$ cat src/rtl/pixel_serializer.sv
// pixel_serializer: parallel-to-serial pixel shifter for the video output path.
// Words enter a one-deep holding buffer through valid/ready, then are shifted
// out on pixel ticks during active video, each bit repeated scale+1 times.
//
// state | meaning
// IDLE  | no word in the shifter; the next active tick needs a new word
// SHIFT | a word is being driven out, bit index idx_q, repeat count rep_q
module pixel_serializer #(
  parameter int WIDTH   = 8,
  parameter int SCALE_W = 2
) (
  input  logic               clk,
  input  logic               reset,
  input  logic               enable,
  input  logic               display_area_enable,
  input  logic [WIDTH-1:0]   parallel_in,
  input  logic               in_valid,
  output logic               in_ready,
  input  logic               lsb_first,
  input  logic [SCALE_W-1:0] scale,
  output logic               serial_out,
  output logic               serial_valid,
  output logic               word_start,
  output logic               underrun
);

  localparam int               IDX_W    = $clog2(WIDTH);
  localparam logic [IDX_W-1:0] LAST_IDX = IDX_W'(WIDTH - 1);

  typedef enum logic {IDLE, SHIFT} state_t;

  state_t             state_q, state_d;
  logic               ready_en_q, ready_en_d;
  logic               hold_full_q, hold_full_d;
  logic [WIDTH-1:0]   hold_word_q, hold_word_d;
  logic               hold_lsb_q, hold_lsb_d;
  logic [SCALE_W-1:0] hold_scale_q, hold_scale_d;
  logic [WIDTH-1:0]   word_q, word_d;
  logic               lsb_q, lsb_d;
  logic [SCALE_W-1:0] scale_q, scale_d;
  logic [IDX_W-1:0]   idx_q, idx_d;
  logic [SCALE_W-1:0] rep_q, rep_d;
  logic               serial_out_q, serial_out_d;
  logic               serial_valid_q, serial_valid_d;
  logic               word_start_q, word_start_d;
  logic               underrun_q, underrun_d;

  logic               accept;
  logic               need_word;
  logic [IDX_W-1:0]   idx_next;
  logic [IDX_W-1:0]   sel;

  // ready_en_q keeps in_ready low during reset and for the release edge
  assign in_ready     = ready_en_q && !hold_full_q;
  assign serial_out   = serial_out_q;
  assign serial_valid = serial_valid_q;
  assign word_start   = word_start_q;
  assign underrun     = underrun_q;

  // Next-state: buffer handshake every clk, shifter only on pixel ticks
  always_comb begin
    accept    = in_valid && in_ready;
    need_word = (state_q == IDLE) || ((idx_q == LAST_IDX) && (rep_q == scale_q));
    idx_next  = idx_q + IDX_W'(1);
    sel       = lsb_q ? idx_next : (LAST_IDX - idx_next);

    state_d        = state_q;
    ready_en_d     = 1'b1;
    hold_full_d    = hold_full_q;
    hold_word_d    = hold_word_q;
    hold_lsb_d     = hold_lsb_q;
    hold_scale_d   = hold_scale_q;
    word_d         = word_q;
    lsb_d          = lsb_q;
    scale_d        = scale_q;
    idx_d          = idx_q;
    rep_d          = rep_q;
    serial_out_d   = serial_out_q;
    serial_valid_d = serial_valid_q;
    word_start_d   = 1'b0;
    underrun_d     = underrun_q;

    if (accept) begin
      hold_full_d  = 1'b1;
      hold_word_d  = parallel_in;
      hold_lsb_d   = lsb_first;
      hold_scale_d = scale;
    end

    if (enable) begin
      if (!display_area_enable) begin
        // blanking drops any partial word but keeps the buffered one
        state_d        = IDLE;
        idx_d          = '0;
        rep_d          = '0;
        serial_out_d   = 1'b0;
        serial_valid_d = 1'b0;
      end else if (need_word) begin
        idx_d = '0;
        rep_d = '0;
        if (hold_full_q) begin
          state_d        = SHIFT;
          hold_full_d    = 1'b0;
          word_d         = hold_word_q;
          lsb_d          = hold_lsb_q;
          scale_d        = hold_scale_q;
          serial_out_d   = hold_lsb_q ? hold_word_q[0] : hold_word_q[WIDTH-1];
          serial_valid_d = 1'b1;
          word_start_d   = 1'b1;
        end else begin
          state_d        = IDLE;
          serial_out_d   = 1'b0;
          serial_valid_d = 1'b0;
          underrun_d     = 1'b1;
        end
      end else if (rep_q != scale_q) begin
        rep_d = rep_q + SCALE_W'(1);
      end else begin
        rep_d        = '0;
        idx_d        = idx_next;
        serial_out_d = word_q[sel];
      end
    end
  end

  // Register update with synchronous reset
  always_ff @(posedge clk) begin
    if (reset) begin
      state_q        <= IDLE;
      ready_en_q     <= 1'b0;
      hold_full_q    <= 1'b0;
      hold_word_q    <= '0;
      hold_lsb_q     <= 1'b0;
      hold_scale_q   <= '0;
      word_q         <= '0;
      lsb_q          <= 1'b0;
      scale_q        <= '0;
      idx_q          <= '0;
      rep_q          <= '0;
      serial_out_q   <= 1'b0;
      serial_valid_q <= 1'b0;
      word_start_q   <= 1'b0;
      underrun_q     <= 1'b0;
    end else begin
      state_q        <= state_d;
      ready_en_q     <= ready_en_d;
      hold_full_q    <= hold_full_d;
      hold_word_q    <= hold_word_d;
      hold_lsb_q     <= hold_lsb_d;
      hold_scale_q   <= hold_scale_d;
      word_q         <= word_d;
      lsb_q          <= lsb_d;
      scale_q        <= scale_d;
      idx_q          <= idx_d;
      rep_q          <= rep_d;
      serial_out_q   <= serial_out_d;
      serial_valid_q <= serial_valid_d;
      word_start_q   <= word_start_d;
      underrun_q     <= underrun_d;
    end
  end

endmodule

$ cat config.mk
export PLATFORM = sky130hd
export DESIGN_NAME = pixel_serializer
export DESIGN_NICKNAME = d
export VERILOG_FILES = /design/src/rtl/pixel_serializer.sv
export SDC_FILE = /design/constraint.sdc
export NUM_CORES = 1
export LEC_CHECK = 0
export CAP_MARGIN = 20
export CORE_MARGIN = 5
export CORE_UTILIZATION = 45
export DETAILED_ROUTE_END_ITERATION = 8
export PLACE_DENSITY = 0.69
export REMOVE_ABC_BUFFERS = 1
export SYNTH_ARGS = -nofsm -noshare
export SYNTH_HDL_FRONTEND = slang
export SYNTH_SLANG_ARGS = --single-unit
$ cat constraint.sdc
create_clock -name clk -period 2.1 [get_ports clk]
set_input_delay 0.42 -clock clk [delete_from_list [all_inputs] [get_ports clk]]
set_output_delay 0.42 -clock clk [all_outputs]
set_load 0.05 [all_outputs]
==> results.toml, run 1 <==
[worst_setup_path]
crit_type = "flop to flop"
ff2ff_path_depth = 8
critPathLaunchType = "flop"
r2r_start = "idx_q[1]"
rrSetupSlack_ns = 0.14
crit_path_end = "word_q[1]"
end_kind = "flop"
r2r-end = "word_q[1]"
setup.worst_path.start = "idx_q[1]"
critical_path_arrival_ns = 2.17
crit_required_ns = 2.31
crit_path_max_fanout = 12

[power]
ir_drop_mv = 0.5488
power.density_nw_per_um2 = 619.1
power.share.combinational_pct = 11.1
p_sw_share_pct = 24.41
power.total_mw = 1.107
cellLeakagePower_nw = 0.7193
p_int_uw = 836.7
sequentialPowerShare_pct = 59.1
switchingPower_uw = 270.2
clockPowerShare_pct = 29.8

[global_route]
first_global_vias = 1089
grt_pass1_wl_um = 4933
antenna_found_initial = 0
grt_max_degree = 33
track_usage_pct = 15.23
grt-ovfl-total = 0

[timing]
fin_hold_ws_ns = 0.4958
finalCritPeriodShare_pct = 93.43
fin_crit_ns = 1.962
slew_viol_final = 0
setup_viol = 0
rsz0062_at_grt = "false"
slew_headroom_pct = 65.15
timing.fmax_mhz = 509.7
worstMarginPinSlew_ns = 0.5211
skew_ns = 0.01265
hold_viol_final = 0
finalWorstSetupSlack_ns = 0.1380

[yosys]
seq_area_frac_synth_pct = 44.52
synth_most_common_cell = "dfxtp_1"
ys_top_cells_by_area = "dfxtp_1, mux2i_1, nor2_1"
synth_warnings = 0
synth-edff-count = 0
synth_async_sr_flop_share_pct = 0
syn_area_um2 = 1484
synthFlopType = "dfxtp_1"
synth_top_cell_area_share_pct = 44.52
syn_avg_cell_area_um2 = 9.699
yosysTopAreaCell = "dfxtp_1"
synth_cell_type_count = 36
ys_ff_latch = 33
synthTopCellsByCount = "dfxtp_1, nor2_1, mux2i_1"
postSynthCellCount = 153

[cts]
path_clk_slew_ns = 0.10
numCtsBuffers = 5
clkLatencyLatePin_ns = 0.33
clockBufferDepth = 2
clock_sinks = 33
post-cts-setup-buffers = 0
root_buffer = "clkbuf_4"
cts_tree = "done"
h-tree-depth = 2

[route]
drt_wl_total_um = 2853
wl_met1_um = 1240
via_per_inst = 5.108
drt_first_iter_violations = 63
wl_per_cell_um = 12.79
wl_met2_um = 1357
dr.pass1.iters = 4
detail-route-antenna-nets = 0
drcViolationCount = 0
highest_layer = "met4"
vias = 1139
wl_met3_um = 184

[flow_run]
maxCapViolations = 0

[placed_design]
dp_cells = 215
dp_hpwl_um = 2012
io_buffer_count = 20
gp_congestion = 0.8415
post-place-ws_ns = 0.1218

[final_layout]
n_fill_cell = 305
fin_cells = 223
drive_gt1_share_pct = 11.73
fin_util_pct = 57.62
final_nets = 196
antenna-diode-count = 0
synthToLayoutAreaGrowth_pct = 20.49

[floorplanning]
die_w_um = 67.43
initial_core_util_pct = 47.82
dieArea_um2 = 4546
core_area_um2 = 3103
rows = 20
die_h_um = 67.43
ios = 21

[hold_path]
min_path_type = "flop to flop"

[outcome]
outcome = "complete, no violations"
cell usage in the layout (no fill, tap or decap), drive strengths merged, types with 2 or more instances in the layout:
master and instances:
a31oi 2, nor3 3, a22oi 3, ha 2, clkdlybuf4s50 18, nand3b 2, clkbuf 8, a211oi 3
mux2 4, nor2b 3, nor3b 2, mux2i 23, dfxtp 33, a21oi 5, xor2 2, buf 7
nand2 8, nor2 30, inv 5
state kept, by name, indices dropped and copies added (netlist names):
| name | cells |
|---|---|
| serial_valid | 1 |
| lsb_q | 1 |
| hold_lsb_q | 1 |
| idx_q | 3 |
| hold_full_q | 1 |
| word_start | 1 |
| rep_q | 2 |
| serial_out | 1 |
| hold_word_q | 8 |
| word_q | 8 |
| hold_scale_q | 2 |
| scale_q | 2 |
| ready_en_q | 1 |
| underrun | 1 |
critical path: stages, from the launching register on:
cell	delay (ns)
dfxtp_1	0.36
ha_1	0.15
ha_1	0.13
inv_1	0.06
or3_4	0.40
a211oi_4	0.29
buf_12	0.19
mux2i_1	0.21
nor2_1	0.05
what timing repair did:
action | 4_1_cts | 5_1_grt
endpoints found under the setup margin | 1 | 0
gates resized for setup | 1 | 0
hold buffers | 0 | 0
routing by layer:
layer | track usage, % | vias to the layer above
met5 | 0 | -
met4 | 9.873 | 0
met3 | 6.323 | 6
met2 | 24.54 | 31
met1 | 16.36 | 513
li1 | - | 589
cell type report:
cell class / count / area (µm²) / area share, %
Clock buffer: 8 / 48.80 / 2.729
Inverter: 5 / 18.77 / 1.050
Multi-Input combinational cell: 107 / 750.7 / 41.99
Sequential cell: 33 / 660.6 / 36.95
Tap cell: 44 / 55.05 / 3.079
Timing Repair Buffer: 26 / 254.0 / 14.21
how the worst min path moves through the flow:
stage                                end           start  cells past startpoint
after floorplan                word_q[5]       word_q[5]                      2
after global placement          underrun        underrun                      1
after detailed placement        underrun        underrun                      1
after CTS                       underrun        underrun                      1
after global routing      hold_word_q[4]  hold_word_q[4]                      2
final                           underrun        underrun                      1
power groups by stage:
stage                     clock [mW]  combinational (mW)  sequential [mW]
after floorplan                    0              0.0514            0.678
after global placement             0               0.121            0.668
after detailed placement           0               0.124            0.669
after CTS                      0.348               0.124            0.654
after global routing           0.383               0.132            0.657
final                          0.330               0.123            0.654
stage by stage:
step | setup TNS, ns | area [µm²]
floorplan | -1.070 | 1430
global placement | 0 | 1740
detailed placement | 0 | 1740
CTS | 0 | 1788
global route | 0 | 1788
finish | 0 | 1788
kinds of logic after synthesis:
group,share of synthesized area [%]
xor+xnor,1.181
mux,20.07
flops,44.52
compound gates,11.64
simple gates,16.02
fa+ha+maj,1.686
buf+inv,4.890
No activity file was read; power rests on OpenSTA's default activity.
==> run 2, diff against run 1 <==
CAP_MARGIN = 0   (was 20)
==> results of run 2 <==
The final DEF is identical to that of run 1; final timing and power are the same.
